$ cat src/rtl/ascii_time_parser.sv
// ascii_time_parser: recognises "[spaces]TIME:HH:MM:SS<LF|CR>" frames on a
// byte stream and loads a packed-BCD time word on each complete, in-range
// frame. Rejected or stalled frames raise a single cmd_err pulse and leave
// time_data untouched.
module ascii_time_parser #(
    parameter int unsigned TIMEOUT_CYCLES = 100_000_000
) (
    input  logic        clk,
    input  logic        rst,
    input  logic [7:0]  rx_data,
    input  logic        rx_valid,
    output logic [23:0] time_data,
    output logic        time_set,
    output logic        cmd_err,
    output logic        busy
);

    // Counter only needs to reach TIMEOUT_CYCLES-1: the timeout fires on the
    // edge that would have made it TIMEOUT_CYCLES.
    localparam int unsigned CNT_W = (TIMEOUT_CYCLES > 1) ? $clog2(TIMEOUT_CYCLES) : 1;
    localparam logic [CNT_W-1:0] CNT_LAST = CNT_W'(TIMEOUT_CYCLES - 1);
    localparam bit TIMEOUT_EN = (TIMEOUT_CYCLES != 0);

    localparam logic [7:0] CH_SP  = 8'h20;
    localparam logic [7:0] CH_LF  = 8'h0A;
    localparam logic [7:0] CH_CR  = 8'h0D;
    localparam logic [7:0] CH_COL = 8'h3A;
    localparam logic [7:0] CH_T   = 8'h54;
    localparam logic [7:0] CH_I   = 8'h49;
    localparam logic [7:0] CH_M   = 8'h4D;
    localparam logic [7:0] CH_E   = 8'h45;

    // G_T is kept in the encoding for symmetry with the frame layout; IDLE
    // itself consumes the 'T', so G_T is never entered.
    typedef enum logic [3:0] {
        IDLE, G_T, G_I, G_M, G_E, G_COL1, G_H10, G_H1, G_COL2,
        G_M10, G_M1, G_COL3, G_S10, G_S1, G_EOL, ERR
    } state_t;

    state_t           state_q, state_d;
    logic [23:0]      buf_q, buf_d;
    logic [23:0]      time_data_q, time_data_d;
    logic             time_set_q, time_set_d;
    logic             cmd_err_q, cmd_err_d;
    logic [CNT_W-1:0] cnt_q, cnt_d;

    logic       is_eol;
    logic       is_dig;
    logic [3:0] dig_val;
    logic       timeout_hit;
    logic       accept;
    logic       reject;

    assign is_eol  = (rx_data == CH_LF) || (rx_data == CH_CR);
    assign is_dig  = (rx_data >= 8'h30) && (rx_data <= 8'h39);
    assign dig_val = rx_data[3:0];
    assign timeout_hit = TIMEOUT_EN && (state_q != IDLE) && !rx_valid && (cnt_q == CNT_LAST);

    // State and datapath registers
    always_ff @(posedge clk or negedge rst) begin
        if (!rst) begin
            state_q     <= IDLE;
            buf_q       <= 24'h000000;
            time_data_q <= 24'h000000;
            time_set_q  <= 1'b0;
            cmd_err_q   <= 1'b0;
            cnt_q       <= '0;
        end else begin
            state_q     <= state_d;
            buf_q       <= buf_d;
            time_data_q <= time_data_d;
            time_set_q  <= time_set_d;
            cmd_err_q   <= cmd_err_d;
            cnt_q       <= cnt_d;
        end
    end

    // Next-state: frame grammar, digit ranges, commit, and inter-byte timeout
    always_comb begin
        state_d     = state_q;
        buf_d       = buf_q;
        time_data_d = time_data_q;
        time_set_d  = 1'b0;
        cmd_err_d   = 1'b0;
        accept      = 1'b0;
        reject      = 1'b0;
        cnt_d       = (rx_valid || state_q == IDLE || timeout_hit) ? '0 : cnt_q + CNT_W'(1);

        if (rx_valid) begin
            case (state_q)
                IDLE: begin
                    if (rx_data == CH_T) begin
                        state_d = G_I;
                    end else if (!(is_eol || rx_data == CH_SP)) begin
                        reject = 1'b1;
                    end
                end
                ERR: begin
                    if (is_eol) begin
                        state_d = IDLE;
                    end
                end
                G_EOL: begin
                    if (is_eol) begin
                        state_d     = IDLE;
                        time_data_d = buf_q;
                        time_set_d  = 1'b1;
                    end else begin
                        reject = 1'b1;
                    end
                end
                default: begin
                    if (is_eol) begin
                        // Terminator already consumed, so skip ERR entirely
                        state_d   = IDLE;
                        cmd_err_d = 1'b1;
                    end else begin
                        case (state_q)
                            G_I:    if (rx_data == CH_I)   begin accept = 1'b1; state_d = G_M;    end
                            G_M:    if (rx_data == CH_M)   begin accept = 1'b1; state_d = G_E;    end
                            G_E:    if (rx_data == CH_E)   begin accept = 1'b1; state_d = G_COL1; end
                            G_COL1: if (rx_data == CH_COL) begin accept = 1'b1; state_d = G_H10;  end
                            G_H10: if (is_dig && dig_val <= 4'd2) begin
                                accept = 1'b1; state_d = G_H1; buf_d[23:20] = dig_val;
                            end
                            G_H1: if (is_dig && (buf_q[23:20] != 4'd2 || dig_val <= 4'd3)) begin
                                accept = 1'b1; state_d = G_COL2; buf_d[19:16] = dig_val;
                            end
                            G_COL2: if (rx_data == CH_COL) begin accept = 1'b1; state_d = G_M10; end
                            G_M10: if (is_dig && dig_val <= 4'd5) begin
                                accept = 1'b1; state_d = G_M1; buf_d[15:12] = dig_val;
                            end
                            G_M1: if (is_dig) begin
                                accept = 1'b1; state_d = G_COL3; buf_d[11:8] = dig_val;
                            end
                            G_COL3: if (rx_data == CH_COL) begin accept = 1'b1; state_d = G_S10; end
                            G_S10: if (is_dig && dig_val <= 4'd5) begin
                                accept = 1'b1; state_d = G_S1; buf_d[7:4] = dig_val;
                            end
                            G_S1: if (is_dig) begin
                                accept = 1'b1; state_d = G_EOL; buf_d[3:0] = dig_val;
                            end
                            default: accept = 1'b0;
                        endcase
                        reject = !accept;
                    end
                end
            endcase
            if (reject) begin
                state_d   = ERR;
                cmd_err_d = 1'b1;
            end
        end else if (timeout_hit) begin
            // A stall inside ERR was already reported; just resynchronise
            state_d   = IDLE;
            cmd_err_d = (state_q != ERR);
        end
    end

    // Outputs
    always_comb begin
        busy      = (state_q != IDLE);
        time_data = time_data_q;
        time_set  = time_set_q;
        cmd_err   = cmd_err_q;
    end

endmodule

$ cat config.mk
export PLATFORM = sky130hd
export DESIGN_NAME = ascii_time_parser
export DESIGN_NICKNAME = d
export VERILOG_FILES = /design/src/rtl/ascii_time_parser.sv
export SDC_FILE = /design/constraint.sdc
export NUM_CORES = 1
export LEC_CHECK = 0
export ABC_AREA = 1
export CAP_MARGIN = 25
export CORE_UTILIZATION = 40
export CTS_BUF_LIST = sky130_fd_sc_hd__clkbuf_4
export DETAILED_ROUTE_END_ITERATION = 7
export PLACE_DENSITY = 0.63
export SETUP_SLACK_MARGIN = 0.1
export SYNTH_ARGS = -nofsm -noshare
export SYNTH_HDL_FRONTEND = slang
export SYNTH_SLANG_ARGS = --single-unit
$ cat constraint.sdc
create_clock -name clk -period 2.3 [get_ports clk]
set_input_delay 0.345 -clock clk [delete_from_list [all_inputs] [get_ports clk]]
set_output_delay 0.345 -clock clk [all_outputs]
set_load 0.05 [all_outputs]
Word-level counts from Yosys, hierarchy flattened
Cells that the tools add are included.
{ "word_totals": {"register_bits": 81, "out_inout_bits": 27, "wordCells": 134, "input_bits": 11} }
{ "classes": {"n_lt_le_gt_ge": 5, "bitwise": 2, "reduce_logical": 29, "n_addsub": 1, "n_eq_ne": 40, "n_mux": 46} }
{ "ops": {"columns": ["op", "n"], "rows": [
  ["$mux 4", 18],
  ["$ne 6x6->1 const B", 12],
  ["$pmux 4 s12", 1],
  ["$eq 4x4->1 const B", 8],
  ["$eq 8x7->1 const B", 4],
  ["$reduce_and 5->1", 6],
  ["$add 27x1->27 const B", 1],
  ["$eq 27x27->1 const B", 1],
  ["$mux 27", 1],
  ["$mux 1", 23],
  ["$eq 4x3->1 const B", 4],
  ["$eq 8x4->1 const B", 2],
  ["$eq 8x6->1 const B", 2],
  ["$ne 16x1->1 const B", 1],
  ["$reduce_and 16->1", 1],
  ["$ne 4x2->1 const B", 3],
  ["$eq 4x2->1 const B", 2],
  ["$ge 8x6->1 const B", 1],
  ["$le 4x2->1 const B", 2],
  ["$le 8x6->1 const B", 1],
  ["$pmux 1 s8", 1],
  ["$pmux 4 s2", 1],
  ["$logic_and 1x1->1", 6],
  ["$reduce_or 2->1", 3],
  ["other kinds (11)", 18]
]} }

Logic depth before layout (Yosys ltp)
Gate-level depths: netlist (run 1).
{ "logic_depth": {"depth_word": 14, "mapped_depth": 14} }

Worst setup path before layout (run 1)
OpenSTA, ideal clock, no wires.
{ "synth_timing": {"kind": "reg-to-reg", "start": "register state_q[1]", "end": "register state_q[0]", "path_stages_with_launch": 12, "path_buffers": 1, "setup_slack_ns": 0.605, "arrival_ns": 1.578, "path_cell_list": "dfrtp_1 > buf_6 > nor2_4 > nand2_4 > inv_2 > nand3_1 > a21oi_2 > nand4_4 > nand2_2 > nand2_2 > nand2_1 > nand2_1"} }
{ "synth_via": {"elab_cells_between_ends": 52} }
{ "synth_rtl": {"columns": ["element", "line", "source"], "rows": [
  ["start: declaration", "40", "state_t state_q, state_d;"],
  ["start signal: assignment", "69", "state_q <= state_d;"],
  ["$reduce_bool 4->1", null, null],
  ["named net busy", "15", "output logic busy"],
  ["$logic_and 1x1->1 (2 in a row)", "57", "assign timeout_hit = TIMEOUT_EN && (state_q != IDLE) && !rx_valid && (cnt_q == CNT_LAST);"],
  ["$reduce_bool 2->1 (no line)", null, null],
  ["$reduce_and 16->1 (no line)", null, null]
]} }
The timed path passes the listed nets, and every way through them passes these cells. The select of a mux whose other input is x is not followed.
A chain may end at the register's enable or synchronous reset.

Final worst setup path (run 1)
{ "layout_timing": {"start": "register cnt_q[0]", "end": "register cnt_q[17]"} }
{ "layout_via": {"elab_chain_len": 4, "elab_cells_between_ends": 5} }
{ "layout_lines": {"columns": ["element", "line", "source"], "rows": [
  ["start: declaration", "45", "logic [CNT_W-1:0] cnt_q, cnt_d;"],
  ["start signal: assignment", "74", "cnt_q <= cnt_d;"],
  ["parallel branches: the longest is 3 deep, another holds $add 27x1->27", null, null],
  ["$mux 27 (*)", "87", "cnt_d = (rx_valid || state_q == IDLE || timeout_hit) ? '0 : cnt_q + CNT_W'(1);"],
  ["named net cnt_d[17]", "45", null]
]} }
Mark *: on every way through the listed nets, which the timed path passes.

==> results.yml, run 1 <==
status:
  result_of_the_run: "finished, final reports clean"
sta:
  sum_of_negative_setup_slack_ps: 0
  finalHoldViolCount: 0
  worst-slew-pin-transition_ps: 688.5
  min_period_over_period_pct: 89.58
  slew_headroom_pct: 54.10
  grt_setup_unrepaired: "no"
  worst_clock_skew_ps: 16.09
  fmax_ghz: 0.4853
  post-route-worst-setup-slack_ps: 239.6
  hold-worst-slack_ps: 460.7
  slew_violations: 0
  min_period_ps: 2060
  total_of_endpoints_with_negative_setup_slack_in_the_final_report: 0
worst_setup_path:
  crit_path_max_fanout: 11
  critPathRequiredTime_ps: 2650
  crit_type: "register to register"
  worst-endpoint-arrival_ps: 2410
  critical_path.endpoint_type: "register"
  critical_path.startpoint_type: "register"
synthesis:
  synth-seq-area-share_pct: 46.92
  synth-async-reset-ratio_pct: 100.0
  synth_compound_gate_area_share_pct: 7.501
  synthesized_cell_area_mm2: 0.004320
  synth-simple-area-share_pct: 36.92
  synth_enable_flop_cells: 0
  ys_types: 41
  synth_flop_cell: "sky130_fd_sc_hd__dfrtp_1"
  synthXorXnorAreaFrac_pct: 2.027
  netlist.top_cell.by_area: "sky130_fd_sc_hd__dfrtp_1"
  yosys_register_bits: 81
  synth.area.top_cells: "sky130_fd_sc_hd__dfrtp_1 (47%), sky130_fd_sc_hd__nand2_1 (14%), sky130_fd_sc_hd__nor2_1 (5.3%)"
  synth-adder-area-share_pct: 0.2896
  ys_warn_count: 0
  dominant_combinational_cell_family_by_area_after_synthesis: "simple AND/OR/NAND/NOR gates"
  syn_avg_cell_area_um2: 8.045
  synthDominantCellAreaShare_pct: 46.92
  mappedNetlistNets: 549
  library_cell_with_the_highest_instance_count_after_synthesis: "sky130_fd_sc_hd__nand2_1"
  muxShareOfSynthArea_pct: 0
  netlist_top_cells_count: "sky130_fd_sc_hd__nand2_1 (158), sky130_fd_sc_hd__dfrtp_1 (81), sky130_fd_sc_hd__nor2_1 (61), sky130_fd_sc_hd__inv_1 (41), sky130_fd_sc_hd__o21ai_1 (23)"
  synthesis.instances: 537
clock_network:
  cts.repair.resized: 0
  cts.clk_slew.worst_paths_ps: 160
  cts_max_level: 3
  ctsRootBufferMaster: "sky130_fd_sc_hd__clkbuf_4"
  cts-hold-fix-buffers: 1
  cts_setup_buffers: 0
  clock_tree.buffer_depth: 2
  tritoncts: "yes"
  cts.sink_count: 81
  cts_buf_count: 9
  insertion_delay_ps: 440
die:
  fp.dieW_um: 105.9
  area_enclosed_by_the_die_boundary_mm2: 0.01122
  floorplan.die.height_um: 105.9
  fp-row-count: 37
  core-area_mm2: 0.01042
  ioPinCount: 38
  initial_utilization_pct: 41.48
grt:
  grt_start_max_net_pins: 54
  first_global_vias: 3435
  grt_usage_pct: 17.63
  wire_length_of_the_first_global_routing_pass_mm: 15.77
  globalRouteOverflowTotal: 0
  grt_antenna_before_repair: 1
routing:
  drc_errors: 0
  detailedRoute.firstIterationViolations: 130
  routed_via_density: 4.875
  via_count: 3578
  route.antenna.remaining_nets: 0
  firstDrtPassIters: 4
  finalWirelength_mm: 9.075
  average_detailed_routed_wire_length_per_instance_um: 12.36
power:
  leakagePower_uw: 0.002356
  p_per_area_mw_per_mm2: 708.4
  fin_total_pwr_uw: 3594
  max-vdd-ir-drop_uv: 291.3
placement:
  port_buffers: 37
  globalplace.congestion: 0.8723
  placement.setup.worst_slack_ps: 60.85
  detailedPlacementHpwl_mm: 6.969
  place_area_mm2: 0.004920
layout:
  layout-drive-gt1-share_pct: 15.08
  area_growth_pct: 17.43
  n_fill_cell: 1048
  multi_input_area_mm2: 0.002019
  layout.area.seq_mm2: 0.002027
  nets: 604
  final_design_area_no_fill_mm2: 0.005074
hold_path:
  timing.hold.worst.class: "primary input to async pin"
run:
  maxCapViolations: 0
## path summary, 6_finish.rpt
check                          from            end  slack, ps  cells past startpoint
hold / removal                  rst      buf_q[13]        460                      2
setup reg to reg           cnt_q[0]      cnt_q[17]        240                     10
max in group asynchronous       rst  time_data[10]       1120                      3
hold reg to reg            cnt_q[0]       cnt_q[0]        470                      1
min in group clk           cnt_q[0]       cnt_q[0]        470                      1
setup / recovery           cnt_q[0]      cnt_q[17]        240                     10
## final cells by class
class	count	share of cell area, %
tap	136	3.354
inverter	58	4.340
timing repair buffer	52	9.716
multi-input combinational	390	39.80
clock inverter	7	1.455
antenna	1	0.04932
clock buffer	9	1.332
sequential	81	39.95
## power by group
group / leakage, uW / total (uW) / switching, uW / internal (uW)
sequential: 0.00108 / 1670 / 136 / 1540
combinational: 0.00121 / 1080 / 724 / 356
clock: 0.0000709 / 839 / 584 / 255
## worst max-delay path, stage by stage (launching register included)
cell                      delay, ps
sky130_fd_sc_hd__dfrtp_1        390
sky130_fd_sc_hd__ha_1           220
sky130_fd_sc_hd__nand2_1        100
sky130_fd_sc_hd__nor2_2         180
sky130_fd_sc_hd__nand2_1        100
sky130_fd_sc_hd__nor3_1         350
sky130_fd_sc_hd__inv_1          150
sky130_fd_sc_hd__nand2_2        190
sky130_fd_sc_hd__buf_12         150
sky130_fd_sc_hd__a21oi_1         40
sky130_fd_sc_hd__o21a_1         110
## per-stage QoR
stage	std cells	utilization, %
after floorplan	537	-
after global placement	716	47.23
after detailed placement	716	47.23
after CTS	733	48.68
after global routing	734	48.71
final	734	48.71
## sequential cells by signal, indices dropped and copies added, names as in the netlist
register,flops
time_data,24
time_set,1
cmd_err,1
buf_q,24
state_q,4
cnt_q,27
## kinds of logic (layout without fill, tap and decap cells)
kind of cell               after synthesis  count (layout)
and+or+nand+nor                        319             319
DFF                                     81              81
buffers and inverters                   66             126
adders and majority gates                1               1
other                                    0               1
AOI/OAI and AO/OA                       60              60
xor gates and xnor gates                10              10
## metal layers
layer | track usage (%) | vias to the layer above | routed length, um
li1 | - | 1829 | -
met1 | 24.17 | 1671 | 4527
met2 | 27.92 | 67 | 4085
met3 | 3.004 | 11 | 320
met4 | 6.845 | 0 | 142
met5 | 0 | - | 0
## cells in the final DEF, fill, tap and decap left out, drive strengths merged
cell | synthesis | final
diode | 0 | 1
o21bai | 2 | 2
o21ai | 35 | 35
a31oi | 2 | 2
nor3b | 7 | 7
nor3 | 20 | 20
nand3 | 29 | 29
and3 | 4 | 4
o21a | 1 | 1
ha | 1 | 1
xor2 | 7 | 7
buf | 7 | 16
dfrtp | 81 | 81
o22ai | 1 | 1
clkdlybuf4s50 | 0 | 35
o211ai | 2 | 2
nor2 | 75 | 75
xnor2 | 3 | 3
nand4 | 10 | 10
nor4 | 4 | 4
clkbuf | 1 | 9
clkinv | 1 | 3
clkinvlp | 0 | 2
inv | 57 | 60
a21oi | 17 | 17
nand2 | 170 | 170
dlygate4sd3 | 0 | 1
No activity file was read; power rests on OpenSTA's default activity.
==> inputs of run 2 (changes only) <==
--- a/config.mk
+++ b/config.mk
@@ -5,12 +5,11 @@
 export SDC_FILE = /design/constraint.sdc
 export NUM_CORES = 1
 export LEC_CHECK = 0
-export ABC_AREA = 1
 export CAP_MARGIN = 25
 export CORE_UTILIZATION = 40
 export CTS_BUF_LIST = sky130_fd_sc_hd__clkbuf_4
 export DETAILED_ROUTE_END_ITERATION = 7
-export PLACE_DENSITY = 0.63
+export PLACE_DENSITY = 0.58
 export SETUP_SLACK_MARGIN = 0.1
 export SYNTH_ARGS = -nofsm -noshare
 export SYNTH_HDL_FRONTEND = slang
==> run 2 against run 1 <==
Net effect:
- critical path depth fell by 1
- cell count is 18% lower
- count of clock-buffer cells in the layout unchanged
- synthesized area down 0.20%
- sequential power shrank 7%
- non-clock buffer count rose by 34
- synthesized cell count fell by 29%
- wire length down 0.36%
- sequential share of layout area decreased by 2.0 points
- design area increased by 5.3%
- largest cell class is now multi-input combinational cells
==> results.yml, run 2 <==
status:
  result_of_the_run: "finished, final reports clean"
grt:
  globalRouteOverflowTotal: 0
  wire_length_of_the_first_global_routing_pass_mm: 15.17
  grt_antenna_before_repair: 0
  first_global_vias: 3066
  grt_start_max_net_pins: 48
  grt_usage_pct: 17.11
worst_setup_path:
  critPathRequiredTime_ps: 2600
  rr_startpoint: "cnt_q[11]"
  crit_path_max_fanout: 8
  r2r_cells: 7
  worst-endpoint-arrival_ps: 2450
  timing.reg2reg.setup_slack_ps: 210
  critical_path.endpoint_type: "register"
  critical_path.endpoint: "state_q[2]"
  critical_path.startpoint_type: "primary input"
  worst_setup_path_startpoint: "rx_data[6]"
  ff_to_ff_end: "state_q[0]"
  crit_type: "primary input to register"
synthesis:
  mappedNetlistNets: 395
  synthesized_cell_area_mm2: 0.004312
  ys_types: 64
  yosys_register_bits: 81
  synth_flop_cell: "sky130_fd_sc_hd__dfrtp_1"
  netlist.top_cell.by_area: "sky130_fd_sc_hd__dfrtp_1"
  synthesis.instances: 383
  synth.area.top_cells: "sky130_fd_sc_hd__dfrtp_1 (47%), sky130_fd_sc_hd__mux2_4 (6.6%), sky130_fd_sc_hd__mux2_2 (6.5%)"
  syn_avg_cell_area_um2: 11.26
  synthDominantCellAreaShare_pct: 47.01
  synth-seq-area-share_pct: 47.01
  synth-async-reset-ratio_pct: 100.0
  library_cell_with_the_highest_instance_count_after_synthesis: "sky130_fd_sc_hd__dfrtp_1"
  ys_warn_count: 0
  netlist_top_cells_count: "sky130_fd_sc_hd__dfrtp_1 (81), sky130_fd_sc_hd__nor2_1 (39), sky130_fd_sc_hd__nand2_1 (34), sky130_fd_sc_hd__mux2_2 (25), sky130_fd_sc_hd__mux2_4 (19)"
  synth_enable_flop_cells: 0
routing:
  route.antenna.remaining_nets: 0
  detailedRoute.firstIterationViolations: 101
  route.layer.met1.wl_mm: 4.559
  via_count: 3147
  drc_errors: 0
  wl_met3_um: 173
  firstDrtPassIters: 4
  met2_length_mm: 4.191
  finalWirelength_mm: 9.042
  average_detailed_routed_wire_length_per_instance_um: 15.02
  topRoutingLayerUsed: "met4"
  routed_via_density: 5.228
die:
  floorplan.die.height_um: 105.8
  area_enclosed_by_the_die_boundary_mm2: 0.01120
  fp-row-count: 37
  core-area_mm2: 0.01037
  initial_utilization_pct: 41.58
  fp.dieW_um: 105.8
  ioPinCount: 38
clock_network:
  cts.sink_count: 81
  cts.clk_slew.worst_paths_ps: 160
  cts_buf_count: 9
  insertion_delay_ps: 440
  cts_max_level: 3
  tritoncts: "yes"
  clock_tree.buffer_depth: 2
  ctsRootBufferMaster: "sky130_fd_sc_hd__clkbuf_4"
sta:
  slew_headroom_pct: 59.05
  min_period_over_period_pct: 93.18
  finalHoldViolCount: 0
  slew_violations: 0
  grt_setup_unrepaired: "yes"
  fmax_ghz: 0.4666
  total_of_endpoints_with_negative_setup_slack_in_the_final_report: 0
  min_period_ps: 2143
  worst_clock_skew_ps: 27.19
  worst-slew-pin-transition_ps: 614.3
layout:
  most_frequent_standard_cell_in_the_layout_excluding_fill_and_tap_cells: "sky130_fd_sc_hd__dfrtp_1"
  highest_count_cells_in_the_layout_ignoring_fill_and_taps: "sky130_fd_sc_hd__dfrtp_1 (80), sky130_fd_sc_hd__buf_4 (44), sky130_fd_sc_hd__nor2_1 (38)"
  largest_register_ff_count: 27
  layout-drive-gt1-share_pct: 30.26
  final_design_area_no_fill_mm2: 0.005341
  insertedDiodeCount: 0
  nets: 473
  finish.utilization_pct: 51.51
  fin_cells: 602
  register_with_the_most_flip_flops: "cnt_q"
  area_growth_pct: 23.88
power:
  power.clock.fraction_pct: 25.3
  switching_share_pct: 34.71
  max-vdd-ir-drop_uv: 334.3
  p_per_area_mw_per_mm2: 660.4
  share_seq_of_total_power_pct: 43.9
  share_comb_of_total_power_pct: 30.8
  p_sw_uw: 1224
  power_internal_uw: 2303
  leakagePower_uw: 0.002337
  fin_total_pwr_uw: 3528
hold_path:
  timing.hold.worst.class: "primary input to async pin"
placement:
  place_area_mm2: 0.005109
  globalplace.congestion: 0.8962
  detailedPlacementHpwl_mm: 6.420
  post-place-cells: 581
  port_buffers: 37
run:
  maxCapViolations: 0
## run 2: cell types whose count changed after synthesis, moves of 14 or more
| cell | delta |
|---|---|
| sky130_fd_sc_hd__nor2_1 | -22 |
| sky130_fd_sc_hd__mux2_4 | +19 |
| sky130_fd_sc_hd__nand2_1 | -124 |
| sky130_fd_sc_hd__o21ai_1 | -22 |
| sky130_fd_sc_hd__inv_2 | -15 |
| sky130_fd_sc_hd__nor3_1 | -14 |
| sky130_fd_sc_hd__inv_1 | -35 |
| sky130_fd_sc_hd__mux2_2 | +25 |
## run 2: logic make-up after synthesis
kind of cell / after synthesis / share of synthesized area (%)
multiplexers: 45 / 13.38
buffers and inverters: 25 / 3.569
AO/OA/AOI/OAI: 53 / 9.257
AND/OR/NAND/NOR: 155 / 21.79
XOR/XNOR: 22 / 4.469
adder cells (fa/ha/maj): 2 / 0.5223
flip-flops: 81 / 47.01
## run 2: worst min path at each step
| stage | end | from |
|---|---|---|
| 6_report | time_data[8] | rst |
| 5_1_grt | time_data[10] | rst |
| 4_1_cts | time_data[9] | rst |
| 3_5_place_dp | cnt_q[2] | rst |
| 3_3_place_gp | cnt_q[4] | rst |
| 2_1_floorplan | buf_q[0] | rst |
## run 2: critical path: stages
cell,delay (ps)
sky130_fd_sc_hd__clkdlybuf4s50_1,480
sky130_fd_sc_hd__nor4bb_1,280
sky130_fd_sc_hd__buf_4,220
sky130_fd_sc_hd__nand2_1,80
sky130_fd_sc_hd__a211oi_1,270
sky130_fd_sc_hd__o221ai_1,220
sky130_fd_sc_hd__nand2_1,180
sky130_fd_sc_hd__and4_4,250
sky130_fd_sc_hd__o221ai_1,120
## run 2: repair_timing
item / in CTS / in global routing
hold buffers: 1 / 0
gates resized for setup: 0 / 11
buffers inserted: 0 / 4
endpoints found under the hold margin: 45 / 0
setup endpoints to repair: 0 / 7
## run 2: layout make-up
| class | count | area, um2 |
|---|---|---|
| Inverter | 6 | 22.52 |
| Timing Repair Buffer | 86 | 807.0 |
| Sequential cell | 81 | 2028 |
| Multi-Input combinational cell | 277 | 2162 |
| Fill cell | 968 | 5029 |
| Clock inverter | 7 | 83.83 |
| Tap cell | 136 | 170.2 |
| Clock buffer | 9 | 67.56 |
## run 2: power by group through the flow
stage,Combinational (uW),Clock (uW),Sequential [uW]
after floorplan,680,0,1600
after global placement,1030,0,1580
after detailed placement,1050,0,1580
after CTS,1050,919,1550
after global routing,1180,981,1560
final,1090,892,1550
## run 2: metrics by stage
stage	setup slack (ps)	hold WS (ps)	TNS, ps
2_1_floorplan	268.8	49.41	0
3_3_place_gp	-247.7	402.3	-7748
3_5_place_dp	-257.4	395.2	-8184
4_1_cts	155.7	449.4	0
5_1_grt	62.59	487.8	0
6_report	156.8	456.9	0
## run 2: routing by layer
metal | vias up | GRT usage (%)
met5 | - | 0
met4 | 0 | 5.357
met3 | 13 | 2.845
met2 | 41 | 26.56
met1 | 1556 | 24.34
li1 | 1537 | -
